$ cat src/rtl/free_space_if.sv
// Gate-sensor / display-control bundle for the free-space counter.
// master drives the requests and observes status; slave is the counter itself.
interface free_space_if #(
  parameter int WIDTH = 8
);
  logic             entry_req;
  logic             exit_req;
  logic [WIDTH-1:0] free_count;
  logic             entry_ack;
  logic             entry_deny;
  logic             exit_err;
  logic             lot_full;
  logic             lot_empty;

  modport master (
    output entry_req, exit_req,
    input  free_count, entry_ack, entry_deny, exit_err, lot_full, lot_empty
  );

  modport slave (
    input  entry_req, exit_req,
    output free_count, entry_ack, entry_deny, exit_err, lot_full, lot_empty
  );
endinterface

$ cat src/rtl/free_space_down_counter.sv
// Parking-lot free-space counter: grants/denies entries, flags illegal exits.
// Optional macro FREE_SPACE_STICKY_ERR_EN makes exit_err hold until reset.
module free_space_down_counter #(
  parameter int WIDTH    = 8,
  parameter int CAPACITY = 200
) (
  input  logic         clk,
  input  logic         reset,
  free_space_if.slave  bus
);

  localparam logic [WIDTH-1:0] CAP = CAPACITY[WIDTH-1:0];

  logic [WIDTH-1:0] free_q, free_d;
  logic [WIDTH-1:0] dec_w, inc_w;
  logic             ack_q, ack_d;
  logic             deny_q, deny_d;
  logic             err_q, err_d;
  logic             illegal_exit;

  // Returns {borrow_out, difference} of a - b - borrow_in.
  function automatic logic [1:0] full_subtractor(input logic a, input logic b,
                                                 input logic bin);
    logic diff;
    logic bout;
    diff = a ^ b ^ bin;
    bout = (~a & (b | bin)) | (b & bin);
    return {bout, diff};
  endfunction

  function automatic logic [1:0] full_adder(input logic a, input logic b,
                                            input logic cin);
    logic sum;
    logic cout;
    sum  = a ^ b ^ cin;
    cout = (a & b) | (cin & (a ^ b));
    return {cout, sum};
  endfunction

  // Final borrow/carry are dropped: the guards never let F-1 or F+1 wrap.
  always_comb begin
    logic bw;
    logic cy;
    bw    = 1'b1;
    cy    = 1'b1;
    dec_w = '0;
    inc_w = '0;
    for (int i = 0; i < WIDTH; i++) begin
      {bw, dec_w[i]} = full_subtractor(free_q[i], 1'b0, bw);
      {cy, inc_w[i]} = full_adder(free_q[i], 1'b0, cy);
    end
  end

  always_comb begin
    free_d       = free_q;
    ack_d        = 1'b0;
    deny_d       = 1'b0;
    illegal_exit = 1'b0;
    case ({bus.entry_req, bus.exit_req})
      2'b10: begin
        if (free_q != '0) begin
          free_d = dec_w;
          ack_d  = 1'b1;
        end else begin
          deny_d = 1'b1;
        end
      end
      2'b01: begin
        if (free_q != CAP) free_d = inc_w;
        else               illegal_exit = 1'b1;
      end
      2'b11:   ack_d = 1'b1;
      default: ;
    endcase
  end

`ifdef FREE_SPACE_STICKY_ERR_EN
  assign err_d = err_q | illegal_exit;
`else
  assign err_d = illegal_exit;
`endif

  always_ff @(posedge clk) begin
    if (reset) begin
      free_q <= CAP;
      ack_q  <= 1'b0;
      deny_q <= 1'b0;
      err_q  <= 1'b0;
    end else begin
      free_q <= free_d;
      ack_q  <= ack_d;
      deny_q <= deny_d;
      err_q  <= err_d;
    end
  end

  assign bus.free_count = free_q;
  assign bus.entry_ack  = ack_q;
  assign bus.entry_deny = deny_q;
  assign bus.exit_err   = err_q;
  assign bus.lot_full   = (free_q == '0);
  assign bus.lot_empty  = (free_q == CAP);

endmodule

$ cat src/flat_wrapper.sv
// flat-port wrapper written by rule: the top's interface ports become plain ports
module free_space_down_counter_flat 
#(
  parameter int WIDTH    = 8,
  parameter int CAPACITY = 200
)
  (clk, reset, bus_entry_req, bus_exit_req, bus_free_count, bus_entry_ack, bus_entry_deny, bus_exit_err, bus_lot_full, bus_lot_empty);
  free_space_if #(.WIDTH(WIDTH)) bus_i ();
  input  logic clk;
  input  logic reset;
  input wire logic [$bits(bus_i.entry_req)-1:0] bus_entry_req;
  input wire logic [$bits(bus_i.exit_req)-1:0] bus_exit_req;
  output wire logic [$bits(bus_i.free_count)-1:0] bus_free_count;
  output wire logic [$bits(bus_i.entry_ack)-1:0] bus_entry_ack;
  output wire logic [$bits(bus_i.entry_deny)-1:0] bus_entry_deny;
  output wire logic [$bits(bus_i.exit_err)-1:0] bus_exit_err;
  output wire logic [$bits(bus_i.lot_full)-1:0] bus_lot_full;
  output wire logic [$bits(bus_i.lot_empty)-1:0] bus_lot_empty;
  assign bus_i.entry_req = bus_entry_req;
  assign bus_i.exit_req = bus_exit_req;
  assign bus_free_count = bus_i.free_count;
  assign bus_entry_ack = bus_i.entry_ack;
  assign bus_entry_deny = bus_i.entry_deny;
  assign bus_exit_err = bus_i.exit_err;
  assign bus_lot_full = bus_i.lot_full;
  assign bus_lot_empty = bus_i.lot_empty;
  free_space_down_counter #(.WIDTH(WIDTH), .CAPACITY(CAPACITY)) u_core (.clk(clk), .reset(reset), .bus(bus_i));
endmodule
$ cat config.mk
export PLATFORM = sky130hd
export DESIGN_NAME = free_space_down_counter_flat
export DESIGN_NICKNAME = d
export VERILOG_FILES = /design/src/rtl/free_space_if.sv /design/src/rtl/free_space_down_counter.sv /design/src/flat_wrapper.sv
export SDC_FILE = /design/constraint.sdc
export NUM_CORES = 1
export LEC_CHECK = 0
export CAP_MARGIN = 20
export CORE_UTILIZATION = 42
export CTS_CLUSTER_SIZE = 24
export DETAILED_ROUTE_END_ITERATION = 12
export PLACE_DENSITY_LB_ADDON = 0.1
export SYNTH_ARGS = -nofsm -noshare
export SYNTH_HDL_FRONTEND = slang
export SYNTH_SLANG_ARGS = --single-unit
$ cat constraint.sdc
create_clock -name clk -period 2 [get_ports clk]
set_clock_uncertainty 0.1 [all_clocks]
set_input_delay 0.4 -clock clk [delete_from_list [all_inputs] [get_ports clk]]
set_output_delay 0.4 -clock clk [all_outputs]
set_load 0.01 [all_outputs]
=== After elaboration in Yosys (flattened, before gate mapping) ===
Cells that the tools add are included.

* Flip-flop bits (word level): 11
* Word-level logic and storage cells: 59

* Equal/unequal tests: 7
* Multiplexer cells: 7
* Bitwise logic cells: 35
* Reductions and logical operators: 6

{| class="wikitable"
|+ Operator list
! cell !! number
|-
| 8-bit 2-to-1 mux || 2
|-
| 8-bit case mux with 2 select lines || 1
|-
| 1-bit XOR || 14
|-
| 1-bit AND || 12
|-
| 1-bit NOT || 9
|-
| 8-bit equality test, second input constant || 1
|-
| 8-bit zero test || 1
|-
| 8-bit inequality test, second input constant || 1
|-
| 8-bit nonzero test || 1
|-
| 2-bit equality test, second input constant || 2
|-
| 2-bit by 1-bit inequality test with 1-bit output, second input constant || 2
|-
| 2-bit OR reduction || 2
|-
| 1-bit 2-to-1 mux || 3
|-
| 3-bit AND reduction || 1
|-
| 2-bit by 1-bit equality test with 1-bit output, second input constant || 1
|-
| 1-bit case mux with 2 select lines || 1
|-
| 2-bit nonzero test || 1
|}

=== Depth between registers and ports, before layout ===
* Depth in word-level cells: 10
* Gate-level depth with buffers: 7

=== Worst setup path before layout ===
Ideal clock, no wire load.

* Kind: input-to-reg
* Start point: in bus_entry_req
* End point: reg u_core.free_q[4] (netlist: u_core.bus.free_count[4])
* Arrival: 1.889 ns
* Setup slack: -0.059 ns
* Stages on the path: 6
* Path buffers: 0
* Cell sequence: inv_1 ha_1 or4_4 mux2_2 or4_1 a21oi_1

* Cells in the longest elaborated chain, start to end: 3
* Elaborated cells between the ends (all ways): 7
* Classes of those cells: eq/ne (4); mux (1); reduce/logical (2)

{| class="wikitable"
|+ RTL lines
! element !! line !! text
|-
| start, declared || flat_wrapper.sv:11 || <nowiki>input wire logic [$bits(bus_i.entry_req)-1:0] bus_entry_req;</nowiki>
|-
| 2-bit by 1-bit equality test with 1-bit output or 2-bit equality test (tied branches) || free_space_down_counter.sv:59 || <nowiki>case ({bus.entry_req, bus.exit_req})</nowiki>
|-
| 2-bit by 1-bit inequality test with 1-bit output (no source line) or 2-bit nonzero test (tied branches) || n/a ||
|-
| 3-bit AND reduction (no source line) || n/a ||
|-
| end signal, assigned || free_space_down_counter.sv:90 || <nowiki>free_q <= free_d;</nowiki>
|-
| end, declared || free_space_down_counter.sv:14 || <nowiki>logic [WIDTH-1:0] free_q, free_d;</nowiki>
|}

Several ways; a longest one is shown, not always the timed one.
A chain may end at the register's enable or synchronous reset.

=== Worst setup path after layout ===
* Start point: reg u_core.free_q[4] (netlist: u_core.bus.free_count[4])
* End point: out bus_lot_full

* Cells in the longest elaborated chain, start to end: 1

{| class="wikitable"
|+ RTL lines
! element !! line !! text
|-
| 8-bit zero test || free_space_down_counter.sv:101 || <nowiki>assign bus.lot_full = (free_q == '0);</nowiki>
|-
| end, declared || flat_wrapper.sv:17 || <nowiki>output wire logic [$bits(bus_i.lot_full)-1:0] bus_lot_full;</nowiki>
|}

No other way between the ends.

==> out/metrics.csv <==
stage;metric;value;unit
outcome;status;complete, but fails checks;
outcome;failing checks;setup timing;
placement;Setup Slack @ Placement;-0.558;ns
cells_and_area;design area;0.00113;mm2
setup_path;critical path capture point type;primary output;
floorplan;Die H;41.7;um
synthesis;Unique masters post-synth;29;
setup_path;Worst Setup SP;u_core.bus.free_count[4];
detailed_routing;1st-iter DRT viols;20;
timing;Slew HR;0.754;
pwr;Total Power Consumption;0.779;mW
synthesis;mux contribution to synthesized area;0.0170;
synthesis;syn_nets;83;
timing;unrepaired setup endpoints after global routing;yes;
floorplan;Initial Util;0.480;
setup_path;Worst Path Required;1.50;ns
detailed_routing;DR vias/cell;6.27;
detailed_routing;WL final;2330;um
setup_path;reg-to-reg critical path endpoint;u_core.bus.free_count[7];
detailed_routing;post-route ant nets;0;
setup_path;Crit-path slowest cell;or4_4;
floorplan;Die Area;0.00174;mm2
setup_path;critical setup path kind;flop to primary output;
pwr;pwr dens;687;mW/mm2
synthesis;Post-Synth Adder-Cell Area;0.0566;
cells_and_area;Non-Filler Instances;135;
run;Max Cap Viol;0;
worst_hold_path;worst min path class;primary input to flop;
clocking;Post-CTS Hold Fix Bufs;0;
clocking;worst skew pair latency;0.28;ns
synthesis;dominant synthesized flop cell;dfxtp_1;
synthesis;FFs w/ async S/R, synth;0;
global_route;grt ovf;0;
synthesis;Ys Warns;0;
cells_and_area;Final Core Density;0.821;
global_route;vias in the first global route;732;
clocking;CTS tree;built;
timing;Setup Viol. Count Final;5;
synthesis;main combinational cell family by area after synthesis;simple AND/OR/NAND/NOR gates;
synthesis;Mean Syn Cell Area;8.73;um2
placement;port buffer count;16;
pwr;Leak;0.469;nW
setup_path;CP cell instances;or4_4 > or3_4 > inv_2 > buf_6;
timing;Hold Vio Cnt, Final;0;
placement;hpwl dp;1270;um
setup_path;flop-to-flop setup slack;-0.03;ns
setup_path;Register-to-Register Path Depth;7;
detailed_routing;DRC violations left;0;
timing;setup ws final;-0.150;ns
setup_path;worst r2r src;u_core.bus.free_count[1];
timing;slew of the pin with the lowest slew margin;0.369;ns
global_route;pin count of the biggest net entering global routing;12;
clocking;CTS Root Buffer Type;clkbuf_4;
pwr;Peak VDD IR;381;uV
detailed_routing;via count;847;
cells_and_area;P&R area growth vs syn;71.1;%
synthesis;Post-Synth Simple-Gate Area;0.319;
synthesis;Post-Synth XOR/XNOR Area;0.0132;
cells_and_area;nets@finish;128;
cells_and_area;Inserted Diodes;0;
setup_path;crit path max fanout;2;
cells_and_area;layout cells sized above 1;0.492;
synthesis;Seq/Total Area, Yosys;0.332;
timing;crit share post-route;1.07;
floorplan;io pins;17;
setup_path;WP data arrival;1.65;ns
synthesis;Compound-Gate Fraction of Synth Area;0.189;
global_route;antenna violations before repair;0;
setup_path;Max stage delay on crit path;0.54;ns
placement;placer congestion estimate;0.741;
floorplan;chip width;41.7;um
placement;Area after DPL;993;um2
synthesis;Gate Count Post-Synth;76;
synthesis;EDFF count, synth;0;
synthesis;FF+latch count, synth;11;
detailed_routing;Detailed Routing Iterations Pass 1;4;
clocking;Clock Path Buffers;2;
clocking;H-tree levels;1;
placement;dpl cells;125;
setup_path;crit path capture;bus_lot_full;
clocking;clk sinks;11;
global_route;Total GRT Usage;0.253;
floorplan;total core area;0.00138;mm2
timing;min cycle time layout;2.15;ns
clocking;clock slew seen by the registers of the worst setup and hold paths;0.08;ns
floorplan;row count;13;
timing;max-slew violation count;0;
detailed_routing;drt wl/cell;17.3;um
setup_path;crit start category;flop;
synthesis;Mapped Area;663;um2
clocking;TritonCTS Buffers;3;
timing;Peak Freq;465;MHz
global_route;first-pass GRT wire length;3440;um
==> area by class of cell <==
cell class	count	area, um2
fillers	85	248
flip-flops and latches	11	226
inverters	4	15.0
multi-input cells	56	459
well taps	15	18.8
clock buffers	4	26.3
repair buffers	45	389
==> sequential cells by signal (all words and copies together) (netlist names) <==
signal / cells
u_core.bus.entry_deny: 1
u_core.bus.exit_err: 1
u_core.bus.free_count: 8
u_core.bus.entry_ack: 1
==> per-stage QoR <==
step / hold WS [ns] / TNS [ns]
2_1_floorplan: 0.435 / -0.00486
3_3_place_gp: 0.402 / -3.49
3_5_place_dp: 0.413 / -3.76
4_1_cts: 0.500 / -0.266
5_1_grt: 0.529 / -0.449
6_report: 0.501 / -0.215
==> cell families (layout without fill, tap and decap cells) <==
family | Yosys count | count (layout)
buffers and inverters | 9 | 53
multiplexers | 1 | 1
AO/OA/AOI/OAI | 18 | 18
adder cells (fa/ha/maj) | 3 | 3
AND/OR/NAND/NOR | 33 | 33
XOR/XNOR | 1 | 1
flip-flops | 11 | 11
==> repair_timing <==
item | CTS | global route
resized for setup | 36 | 5
endpoints found under the setup margin | 9 | 6
pin swaps | 8 | 7
setup buffers | 5 | 1
==> placed cells by master (no fill, tap or decap), types with 2 or more instances in the layout <==
| cell type | synthesis | final |
|---|---|---|
| nand2_1 | 2 | 2 |
| inv_2 | 0 | 2 |
| nor3b_1 | 2 | 2 |
| clkdlybuf4s50_1 | 0 | 12 |
| buf_2 | 0 | 2 |
| o31ai_1 | 5 | 5 |
| buf_4 | 0 | 24 |
| clkbuf_4 | 0 | 3 |
| or4_1 | 7 | 4 |
| nor4_1 | 5 | 3 |
| nor3_1 | 2 | 2 |
| or4_4 | 1 | 4 |
| o22a_2 | 2 | 2 |
| a21oi_1 | 7 | 6 |
| nand4_1 | 2 | 2 |
| inv_1 | 4 | 2 |
| buf_6 | 2 | 7 |
| dfxtp_1 | 11 | 6 |
| nor2_1 | 4 | 3 |
| dfxtp_2 | 0 | 5 |
| ha_1 | 3 | 2 |
==> worst min path at each step <==
stage	from	to	slack, ns	cells past startpoint
after global routing	bus_entry_req	u_core.bus.entry_ack	0.53	5
after global placement	u_core.bus.free_count[1]	u_core.bus.free_count[1]	0.40	2
after CTS	u_core.bus.free_count[7]	u_core.bus.free_count[7]	0.50	2
after detailed placement	u_core.bus.free_count[1]	u_core.bus.free_count[1]	0.41	2
after floorplan	u_core.bus.free_count[2]	u_core.bus.free_count[2]	0.44	2
final	bus_entry_req	u_core.bus.entry_ack	0.50	5
==> critical path: cells and delay by family (launching register included) <==
family                 cells  cell delay [ns]
AND/OR/NAND/NOR            2             0.89
buffers and inverters      2             0.15
flip-flops                 1             0.33
==> cell usage after synthesis (all sizes together), types with 2 or more instances <==
library cell | n | area, um2
or3 | 2 | 12.5
nand4 | 2 | 12.5
o31ai | 5 | 37.5
nor3 | 2 | 10.0
clkbuf | 3 | 11.3
inv | 4 | 15.0
o22a | 2 | 20.0
nor4 | 5 | 31.3
nor3b | 2 | 15.0
or4 | 8 | 63.8
a21oi | 7 | 35.0
ha | 3 | 37.5
nor2 | 4 | 15.0
buf | 2 | 22.5
dfxtp | 11 | 220
nand2 | 2 | 7.51
==> power by group <==
part | internal (mW) | leakage, nW | switching (mW) | total [mW]
registers | 0.241 | 0.0913 | 0.0134 | 0.254
logic | 0.200 | 0.362 | 0.163 | 0.363
clock network | 0.0775 | 0.0150 | 0.0850 | 0.162
total | 0.518 | 0.469 | 0.261 | 0.779
==> layer usage <==
layer / GRT usage / share of wire / wire (um) / vias up
li1: - / - / - / 382
met1: 0.330 / 0.42 / 978 / 396
met5: 0 / 0 / 0 / -
met3: 0.0391 / 0.068 / 158 / 13
met4: 0.0968 / 0.036 / 85 / 0
met2: 0.416 / 0.48 / 1110 / 56
Power figures use the tool's default switching activity.
